--- src/rtl/imem_loader.sv ---
// ----------------------------------------------------------------------------
// imem_loader
//
// Boot-time writer for the instruction memory. It takes a program image as a
// byte stream over a valid/ready handshake and assembles big-endian 32-bit
// words. Each completed word goes out as a one-cycle write on the IMem write
// port. The core is held in reset until the whole image has been received and
// its XOR checksum matches.
//
// Stream layout:
//   CNT_HI, CNT_LO, N x {b31..24, b23..16, b15..8, b7..0}, CHK
// CHK is the XOR of every byte before it, including both count bytes.
//
// Parameters
//   ADDR_BITS   word-address width; the memory holds 2^ADDR_BITS words
//   BASE_ADDR   byte address of the first loaded word (must be word-aligned)
//
// Ports
//   clock        system clock; all state changes on the rising edge
//   reset        synchronous, active-low reset
//   in_valid     a stream byte is offered on in_data
//   in_data      stream byte
//   in_ready     loader accepts a byte this cycle (transfer = valid & ready)
//   wr_en        IMem write strobe, one cycle per word
//   wr_addr      IMem byte address of the word being written
//   wr_data      IMem write data
//   cpu_reset_n  0 holds the core in reset, 1 releases it
//   done         image loaded and checksum correct (terminal)
//   error        image rejected: oversize count or bad checksum (terminal)
// ----------------------------------------------------------------------------
module imem_loader #(
    parameter int unsigned ADDR_BITS = 8,
    parameter logic [31:0] BASE_ADDR = 32'h0000_0000
) (
    input  logic        clock,
    input  logic        reset,
    input  logic        in_valid,
    input  logic [7:0]  in_data,
    output logic        in_ready,
    output logic        wr_en,
    output logic [31:0] wr_addr,
    output logic [31:0] wr_data,
    output logic        cpu_reset_n,
    output logic        done,
    output logic        error
);

    // ------------------------------------------------------------------------
    // State encoding
    // ------------------------------------------------------------------------
    localparam logic [2:0] S_CNT_HI = 3'd0;
    localparam logic [2:0] S_CNT_LO = 3'd1;
    localparam logic [2:0] S_DATA   = 3'd2;
    localparam logic [2:0] S_CHK    = 3'd3;
    localparam logic [2:0] S_DONE   = 3'd4;
    localparam logic [2:0] S_ERR    = 3'd5;

    // Largest legal word count. A count equal to the capacity is allowed.
    localparam int unsigned CAPACITY = 32'd1 << ADDR_BITS;

    // Word index is one bit wider than the address so a full-capacity image
    // can be counted all the way to its end.
    localparam int unsigned IDX_W = ADDR_BITS + 1;

    // ------------------------------------------------------------------------
    // State registers
    // ------------------------------------------------------------------------
    logic [2:0]       state_q,       state_d;
    logic [15:0]      count_q,       count_d;
    logic [IDX_W-1:0] word_idx_q,    word_idx_d;
    logic [1:0]       byte_idx_q,    byte_idx_d;
    logic [31:0]      asm_q,         asm_d;
    logic [7:0]       xor_q,         xor_d;

    // Registered outputs
    logic             in_ready_q,    in_ready_d;
    logic             wr_en_q,       wr_en_d;
    logic [31:0]      wr_addr_q,     wr_addr_d;
    logic [31:0]      wr_data_q,     wr_data_d;
    logic             cpu_reset_n_q, cpu_reset_n_d;
    logic             done_q,        done_d;
    logic             error_q,       error_d;

    // ------------------------------------------------------------------------
    // Helper signals
    // ------------------------------------------------------------------------
    logic             accept;
    logic [31:0]      count_full;
    logic [IDX_W-1:0] word_idx_inc;
    logic [31:0]      word_word;
    logic [31:0]      word_offset;

    // in_ready_q is a decode of the current state, so gating with it makes a
    // byte offered in S_DONE or S_ERR a non-event.
    assign accept       = in_valid & in_ready_q;

    // Full count as it stands once CNT_LO is on the bus.
    assign count_full   = {16'h0000, count_q[15:8], in_data};

    assign word_idx_inc = word_idx_q + {{(IDX_W-1){1'b0}}, 1'b1};

    // Word being completed by the current byte (MSB first).
    assign word_word    = {asm_q[23:0], in_data};

    // Byte offset of the current word; plain 32-bit arithmetic, no wrap check.
    assign word_offset  = 32'(word_idx_q) << 2;

    // ------------------------------------------------------------------------
    // Next-state logic
    // ------------------------------------------------------------------------
    always_comb begin
        state_d    = state_q;
        count_d    = count_q;
        word_idx_d = word_idx_q;
        byte_idx_d = byte_idx_q;
        asm_d      = asm_q;
        xor_d      = xor_q;
        wr_en_d    = 1'b0;
        wr_addr_d  = wr_addr_q;
        wr_data_d  = wr_data_q;

        case (state_q)
            S_CNT_HI: begin
                if (accept) begin
                    count_d[15:8] = in_data;
                    xor_d         = xor_q ^ in_data;
                    state_d       = S_CNT_LO;
                end
            end

            S_CNT_LO: begin
                if (accept) begin
                    count_d[7:0] = in_data;
                    xor_d        = xor_q ^ in_data;
                    if (count_full > CAPACITY) begin
                        state_d = S_ERR;
                    end else if (count_full == 32'd0) begin
                        // Empty image: only the checksum byte follows.
                        state_d = S_CHK;
                    end else begin
                        state_d = S_DATA;
                    end
                end
            end

            S_DATA: begin
                if (accept) begin
                    asm_d      = word_word;
                    xor_d      = xor_q ^ in_data;
                    byte_idx_d = byte_idx_q + 2'd1;
                    if (byte_idx_q == 2'd3) begin
                        // Fourth byte of a word: launch the write next cycle.
                        wr_en_d    = 1'b1;
                        wr_data_d  = word_word;
                        wr_addr_d  = BASE_ADDR + word_offset;
                        word_idx_d = word_idx_inc;
                        if (32'(word_idx_inc) == {16'h0000, count_q}) begin
                            state_d = S_CHK;
                        end
                    end
                end
            end

            S_CHK: begin
                if (accept) begin
                    state_d = (in_data == xor_q) ? S_DONE : S_ERR;
                end
            end

            S_DONE: state_d = S_DONE;

            S_ERR: state_d = S_ERR;

            // Unused encodings are treated as a rejected image.
            default: state_d = S_ERR;
        endcase

        // Outputs are decoded from the next state so they line up with it.
        in_ready_d    = (state_d == S_CNT_HI) || (state_d == S_CNT_LO) ||
                        (state_d == S_DATA)   || (state_d == S_CHK);
        done_d        = (state_d == S_DONE);
        error_d       = (state_d == S_ERR);
        cpu_reset_n_d = (state_d == S_DONE);
    end

    // ------------------------------------------------------------------------
    // Sequential state, synchronous active-low reset
    // ------------------------------------------------------------------------
    always_ff @(posedge clock) begin
        if (!reset) begin
            state_q       <= S_CNT_HI;
            count_q       <= 16'h0000;
            word_idx_q    <= '0;
            byte_idx_q    <= 2'd0;
            asm_q         <= 32'h0000_0000;
            xor_q         <= 8'h00;
            in_ready_q    <= 1'b0;
            wr_en_q       <= 1'b0;
            wr_addr_q     <= 32'h0000_0000;
            wr_data_q     <= 32'h0000_0000;
            cpu_reset_n_q <= 1'b0;
            done_q        <= 1'b0;
            error_q       <= 1'b0;
        end else begin
            state_q       <= state_d;
            count_q       <= count_d;
            word_idx_q    <= word_idx_d;
            byte_idx_q    <= byte_idx_d;
            asm_q         <= asm_d;
            xor_q         <= xor_d;
            in_ready_q    <= in_ready_d;
            wr_en_q       <= wr_en_d;
            wr_addr_q     <= wr_addr_d;
            wr_data_q     <= wr_data_d;
            cpu_reset_n_q <= cpu_reset_n_d;
            done_q        <= done_d;
            error_q       <= error_d;
        end
    end

    // ------------------------------------------------------------------------
    // Output assignments
    // ------------------------------------------------------------------------
    assign in_ready    = in_ready_q;
    assign wr_en       = wr_en_q;
    assign wr_addr     = wr_addr_q;
    assign wr_data     = wr_data_q;
    assign cpu_reset_n = cpu_reset_n_q;
    assign done        = done_q;
    assign error       = error_q;

endmodule
--- config.mk ---
export PLATFORM = sky130hd
export DESIGN_NAME = imem_loader
export DESIGN_NICKNAME = d
export VERILOG_FILES = /design/src/rtl/imem_loader.sv
export SDC_FILE = /design/constraint.sdc
export NUM_CORES = 1
export LEC_CHECK = 0
export CAP_MARGIN = 20
export CELL_PAD_IN_SITES_DETAIL_PLACEMENT = 0
export CELL_PAD_IN_SITES_GLOBAL_PLACEMENT = 2
export CORE_MARGIN = 2
export CORE_UTILIZATION = 31
export CTS_CLUSTER_SIZE = 10
export DETAILED_ROUTE_END_ITERATION = 7
export PLACE_DENSITY = 0.9
export SYNTH_ARGS = -nofsm -noshare
export SYNTH_HDL_FRONTEND = slang
export SYNTH_SLANG_ARGS = --single-unit
--- constraint.sdc ---
create_clock -name clock -period 1.9 [get_ports clock]
set_input_delay 0.285 -clock clock [delete_from_list [all_inputs] [get_ports clock]]
set_output_delay 0.285 -clock clock [all_outputs]
set_load 0.005 [all_outputs]
==> results of run 1 <==
[flip-flops by register name, indices dropped and copies added (netlist names)]
register    count
wr_data        32
asm_q          24
count_q        16
word_idx_q      9
wr_addr         9
xor_q           8
state_q         3
byte_idx_q      2
done            1
error           1
in_ready        1
wr_en           1
[layout by cell type (no fill, tap or decap), drive strengths merged, types with 3 or more instances in the layout]
cell	n
nand2	151
dfxtp	107
clkdlybuf4s50	53
inv	5
clkbuf	11
conb	23
nor2	44
xnor2	20
xor2	15
buf	37
nand3	4
nand4	6
nor3	7
o21ai	6
mux2i	17
and2	4
dlymetal6s2s	3
a21oi	72
[stage by stage]
stage	instances	hold slack [ns]
3_5_place_dp	777	0.447
5_1_grt	794	0.402
6_report	794	0.391
2_1_floorplan	564	0.421
3_3_place_gp	777	0.445
4_1_cts	793	0.457
[cell families (layout without fill, tap and decap cells)]
kind of cell / after synthesis / after routing / synth area share (%)
adder cells (fa/ha/maj): 2 / 2 / 0.560
multiplexers: 17 / 17 / 3.81
flip-flops: 107 / 107 / 47.9
other: 1 / 23 / 0.0839
XOR/XNOR: 35 / 35 / 6.86
AO/OA/AOI/OAI: 86 / 86 / 10.4
AND/OR/NAND/NOR: 232 / 232 / 22.3
buffers and inverters: 62 / 112 / 7.98
[routing by layer]
metal  vias up  GRT usage [%]  share of wire, %
met5         -              0                 0
li1       1856              -                 -
met3        19           3.89               4.0
met4         0           5.76               2.3
met1      1700           18.8                48
met2        71           22.8                46
[path summary, 6_finish.rpt]
kind	slack (ns)	end	startpoint	depth (start not counted)
min reg2reg	0.45	wr_data[16]$_SDFFE_PN0P_	wr_data[16]$_SDFFE_PN0P_	2
min	0.39	wr_data[5]$_SDFFE_PN0P_	in_data[5]	4
max	0.07	state_q[0]$_SDFF_PN0_	in_data[6]	6
max reg2reg	0.09	state_q[0]$_SDFF_PN0_	word_idx_q[1]$_SDFFE_PN0P_	5
[final cells by class]
| cell class | count | area share (%) |
|---|---|---|
| flip-flops and latches | 107 | 37.7 |
| multi-input cells | 395 | 36.3 |
| repair buffers | 93 | 15.8 |
| clock buffers | 11 | 4.45 |
| well taps | 180 | 3.96 |
| clock inverters | 5 | 1.61 |
| inverters | 3 | 0.198 |
[power groups by stage]
stage	Clock, mW	Sequential [mW]	Combinational [mW]
floorplan	0	2.35	0.211
global placement	0	2.35	0.287
detailed placement	0	2.36	0.298
CTS	2.17	2.30	0.299
global route	2.26	2.31	0.329
finish	2.12	2.30	0.299
[critical path: stages]
cell,delay [ns]
clkdlybuf4s50_1,0.43
or4_4,0.51
o21a_1,0.23
nor4_2,0.28
o22a_2,0.23
o32ai_2,0.08
[repair_timing]
item,4_1_cts,5_1_grt
hold endpoints to repair,0,0
endpoints found under the setup margin,1,2
gates resized for setup,2,6
pin swaps,0,4
buffers inserted,0,1
hold buffers,0,0
==> reports/metrics.yaml, run 1 <==
outcome: "completed"
pre_cts_slack_ns: -0.344
clkTransAtPathRegs_ns: 0.07
yosysMostFrequentCell: "nand2_1"
die_h_um: 124
drv_cap: 0
die_w_um: 124
p_seq_share_pct: 48.8
peakVddDrop_mv: 0.545
avgViaCountPerCell: 4.59
crit_required_ns: 2.12
synth_edf_count: 0
grt-ovfl-total: 0
vias: 3646
post-route-util_pct: 40.6
synth_area_leaders: "dfxtp_1 (48%), nand2_1 (13%), a21oi_1 (8.1%)"
period_minus_slack_ns: 1.83
clock_path_buffers: 2
p_total_mw: 4.72
pwr-share-clk_pct: 44.8
yosysUniqueCellTypes: 42
htreeDepth: 3
drt_iter0_markers: 189
std_cell_rows: 43
grt_pass1_wl_um: 17300
grt_pass1_vias: 3485
swShare_pct: 22.6
netlist_top_cells_count: "nand2_1 (151), dfxtp_1 (107), a21oi_1 (72), nor2_1 (43), buf_4 (25)"
area_growth_pct: 27.2
io_pins: 80
dieArea_mm2: 0.0154
hold_viol_final: 0
regArea_mm2: 0.00214
synth.cell_area_mm2: 0.00447
critical_path_class: "in -> reg"
antenna_found_initial: 0
finalMaxSlewViolations: 0
cp-end-kind: "flip-flop"
fin_ws_ns: 0.0720
dp_hpwl_um: 7350
cts.sinks: 107
clock.fmax_ghz: 0.547
fillers: 1443
synth.avg_cell_area_um2: 8.24
p_sw_mw: 1.06
detail-route-antenna-nets: 0
io_buffers: 56
min_path_type: "in -> reg"
start_util_pct: 31.9
core_region_area_mm2: 0.0140
grt_max_degree: 73
startpoint_type: "input pin"
power_density_mw_per_mm2: 830
insertion_delay_ns: 0.35
grt_use_total_pct: 14.5
finClkSkew_ns: 0.00723
synth_top_area_share_pct: 47.9
period_share_pct: 96.2
root_buffer: "clkbuf_16"
finalNetCount: 622
synth_seq_cells: 107
cp_max_fo: 3
leakage_nw: 2.02
synth_top_cell_by_area: "dfxtp_1"
n_antenna_cell: 0
drcViolationCount: 0
final_area_mm2: 0.00568
cts_buffers: 9
synth_flop_cell: "dfxtp_1"
cts_tree: "built"
place_area_mm2: 0.00531
power.internal_mw: 3.65
gp_congestion: 0.853
syn_inst: 542
synth-seq-area-share_pct: 47.9
async_flop_share_pct: 0
wire_per_inst_um: 13.3
drive_gt1_share_pct: 10.7
worst_ep_arrival_time_ns: 2.05
grt_setup_unrepaired: "no"
ys_warn_count: 0
drtPass1Iterations: 5
p_comb_share_pct: 6.3
fin_tns_setup_ns: 0
routed_wl_um: 10600
multi_input_area_mm2: 0.00206
setup_violations: 0
Power figures use the tool's default switching activity.
==> run 2: changes to the inputs <==
--- a/config.mk
+++ b/config.mk
@@ -13,6 +13,7 @@
 export CTS_CLUSTER_SIZE = 10
 export DETAILED_ROUTE_END_ITERATION = 7
 export PLACE_DENSITY = 0.9
+export SETUP_SLACK_MARGIN = 0.1
 export SYNTH_ARGS = -nofsm -noshare
 export SYNTH_HDL_FRONTEND = slang
 export SYNTH_SLANG_ARGS = --single-unit
==> run 2 against run 1 <==
Clock-buffer cell count is the same; die area is the same; combinational power grew 5%; register-to-register slack gained 0.09 ns; worst hold slack gained 0.0080 ns; final area grew 0.77%; routed wire length grew 0.76%; utilization grew 0.31 points.
==> reports/metrics.yaml, run 2 (synthesis results as in run 1) <==
outcome: "completed"  # unchanged
wire_per_inst_um: 13.4  # was 13.3 µm
p_total_mw: 4.74  # was 4.72 mW
root_buffer: "clkbuf_16"  # unchanged
period_minus_slack_ns: 1.72  # was 1.83 ns
vias: 3654  # was 3646
die_w_um: 124  # unchanged
worstPathCellList: "nand4_2 > or3_1 > a2111oi_2 > nand4_1 > o32ai_2"  # was clkdlybuf4s50_1 > or4_4 > o21a_1 > nor4_2 > o22a_2 > o32ai_2
setup_violations: 0  # unchanged
post-route-util_pct: 40.9  # was 40.6%
grt_max_degree: 73  # unchanged
insertion_delay_ns: 0.35  # about the same
period_share_pct: 90.3  # was 96.2%
peakVddDrop_mv: 0.542  # was 0.545 mV
crit_required_ns: 2.16  # was 2.12 ns
grt_pass1_vias: 3486  # was 3485
finalNetCount: 624  # was 622
cts.sinks: 107  # unchanged
fin_ws_ns: 0.184  # was 0.0720 ns
worst_ep_arrival_time_ns: 1.98  # was 2.05 ns
mostFrequentLayoutCells: "nand2_1 (151), dfxtp_1 (105), a21oi_1 (72), clkdlybuf4s50_1 (50), nor2_1 (43)"  # was nand2_1 (151), dfxtp_1 (106), a21oi_1 (72), clkdlybuf4s50_1 (53), nor2_1 (43)
largest_register_ffs: 32  # unchanged
pre_cts_slack_ns: -0.344  # unchanged
layout_commonest_cell: "nand2_1"  # unchanged
start_util_pct: 31.9  # unchanged
clock.fmax_ghz: 0.583  # was 0.547 GHz
cp-end-kind: "flip-flop"  # unchanged
crit_family: "simple AND/OR/NAND/NOR gates"  # unchanged
cts_tree: "built"  # unchanged
routed_wl_um: 10700  # was 10600 µm
leakage_nw: 2.03  # was 2.02 nW
final_area_mm2: 0.00573  # was 0.00568 mm²
placedCellCount: 777  # unchanged
antenna_found_initial: 0  # unchanged
power_density_mw_per_mm2: 827  # was 830 mW/mm²
dieArea_mm2: 0.0154  # unchanged
n_antenna_cell: 0  # unchanged
htreeDepth: 3  # unchanged
clkTransAtPathRegs_ns: 0.07  # about the same
fin_tns_setup_ns: 0  # unchanged
drive_gt1_share_pct: 11.9  # was 10.7%
fin_hold_ws_ns: 0.399  # was 0.391 ns
detail-route-antenna-nets: 0  # unchanged
cp_slowest_cell: "dfxtp_4"  # was or4_4
grt_use_total_pct: 14.5  # about the same
dp_hpwl_um: 7350  # unchanged
area_growth_pct: 28.2  # was 27.2%
avgViaCountPerCell: 4.59  # about the same
finalMaxSlewViolations: 0  # unchanged
hold_viol_final: 0  # unchanged
place_area_mm2: 0.00531  # unchanged
cp_max_fo: 6  # was 3
gp_congestion: 0.853  # unchanged
grt-ovfl-total: 0  # unchanged
stdcell_count: 796  # was 794
drtPass1Iterations: 4  # was 5
drcViolationCount: 0  # unchanged
critical_path_class: "reg -> reg"  # was in -> reg
startpoint_type: "flip-flop"  # was input pin
grt_setup_unrepaired: "no"  # unchanged
io_pins: 80  # unchanged
core_region_area_mm2: 0.0140  # unchanged
std_cell_rows: 43  # unchanged
min_path_type: "in -> reg"  # unchanged
clock_path_buffers: 2  # unchanged
slowest_delay_ns: 0.38  # was 0.51 ns
crit_start: "word_idx_q[1]$_SDFFE_PN0P_"  # was in_data[6]
finClkSkew_ns: 0.0102  # was 0.00723 ns
grt_pass1_wl_um: 17300  # about the same
die_h_um: 124  # unchanged
min-delay-start: "in_data[2]"  # was in_data[5]
hold_buffers: 0  # unchanged
drt_iter0_markers: 200  # was 189
drv_cap: 0  # unchanged
cts_buffers: 9  # unchanged
io_buffers: 56  # unchanged
r2r-start: "word_idx_q[1]$_SDFFE_PN0P_"  # unchanged
critPathBufInv: 0  # was 1
[run 2: cell count changes in the layout (fill, tap and decap cells not counted), sizes merged]
cell           before  now
dlymetal6s2s        3    2
clkdlybuf4s50      53   50
dlygate4sd2         0    4
buf                37   39
[run 2: area by class of cell]
class	count	area, µm²
sequential	107	2150
fill	1438	8260
timing repair buffer	95	903
tap	180	225
multi-input combinational	395	2100
clock inverter	5	91.3
clock buffer	11	253
inverter	3	11.3
[run 2: timing repair]
action / 4_1_cts / 5_1_grt
buffers inserted: 0 / 3
pin swaps: 4 / 9
resized for setup: 8 / 10
setup endpoints to repair: 3 / 3
[run 2: power by group]
| part | switching, mW | internal (mW) | leakage (nW) |
|---|---|---|---|
| registers | 0.0311 | 2.27 | 0.866 |
| clock network | 0.869 | 1.25 | 0.170 |
| logic | 0.173 | 0.142 | 0.994 |
| total | 1.07 | 3.66 | 2.03 |
[run 2: worst register-to-register path, delay by kind of cell, from the launching register on]
kind,cells,cell delay (ns)
DFF,1,0.38
and+or+nand+nor,3,0.65
AOI/OAI and AO/OA,2,0.61
[run 2: worst paths after layout]
| check | to | slack [ns] | cells past startpoint |
|---|---|---|---|
| worst max-delay path | state_q[0]$_SDFF_PN0_ | 0.18 | 5 |
| worst min register to register | wr_data[16]$_SDFFE_PN0P_ | 0.45 | 2 |
| worst min-delay path | asm_q[2]$_SDFFE_PN0P_ | 0.40 | 4 |
| worst max register to register | state_q[0]$_SDFF_PN0_ | 0.18 | 5 |
[run 2: layer usage]
layer  up-vias  track usage, %  share of wire, %
met4         0            5.76               2.4
met3        19            3.89               4.2
li1       1861               -                 -
met1      1707            18.8                47
met2        67            22.8                46
met5         -               0                 0
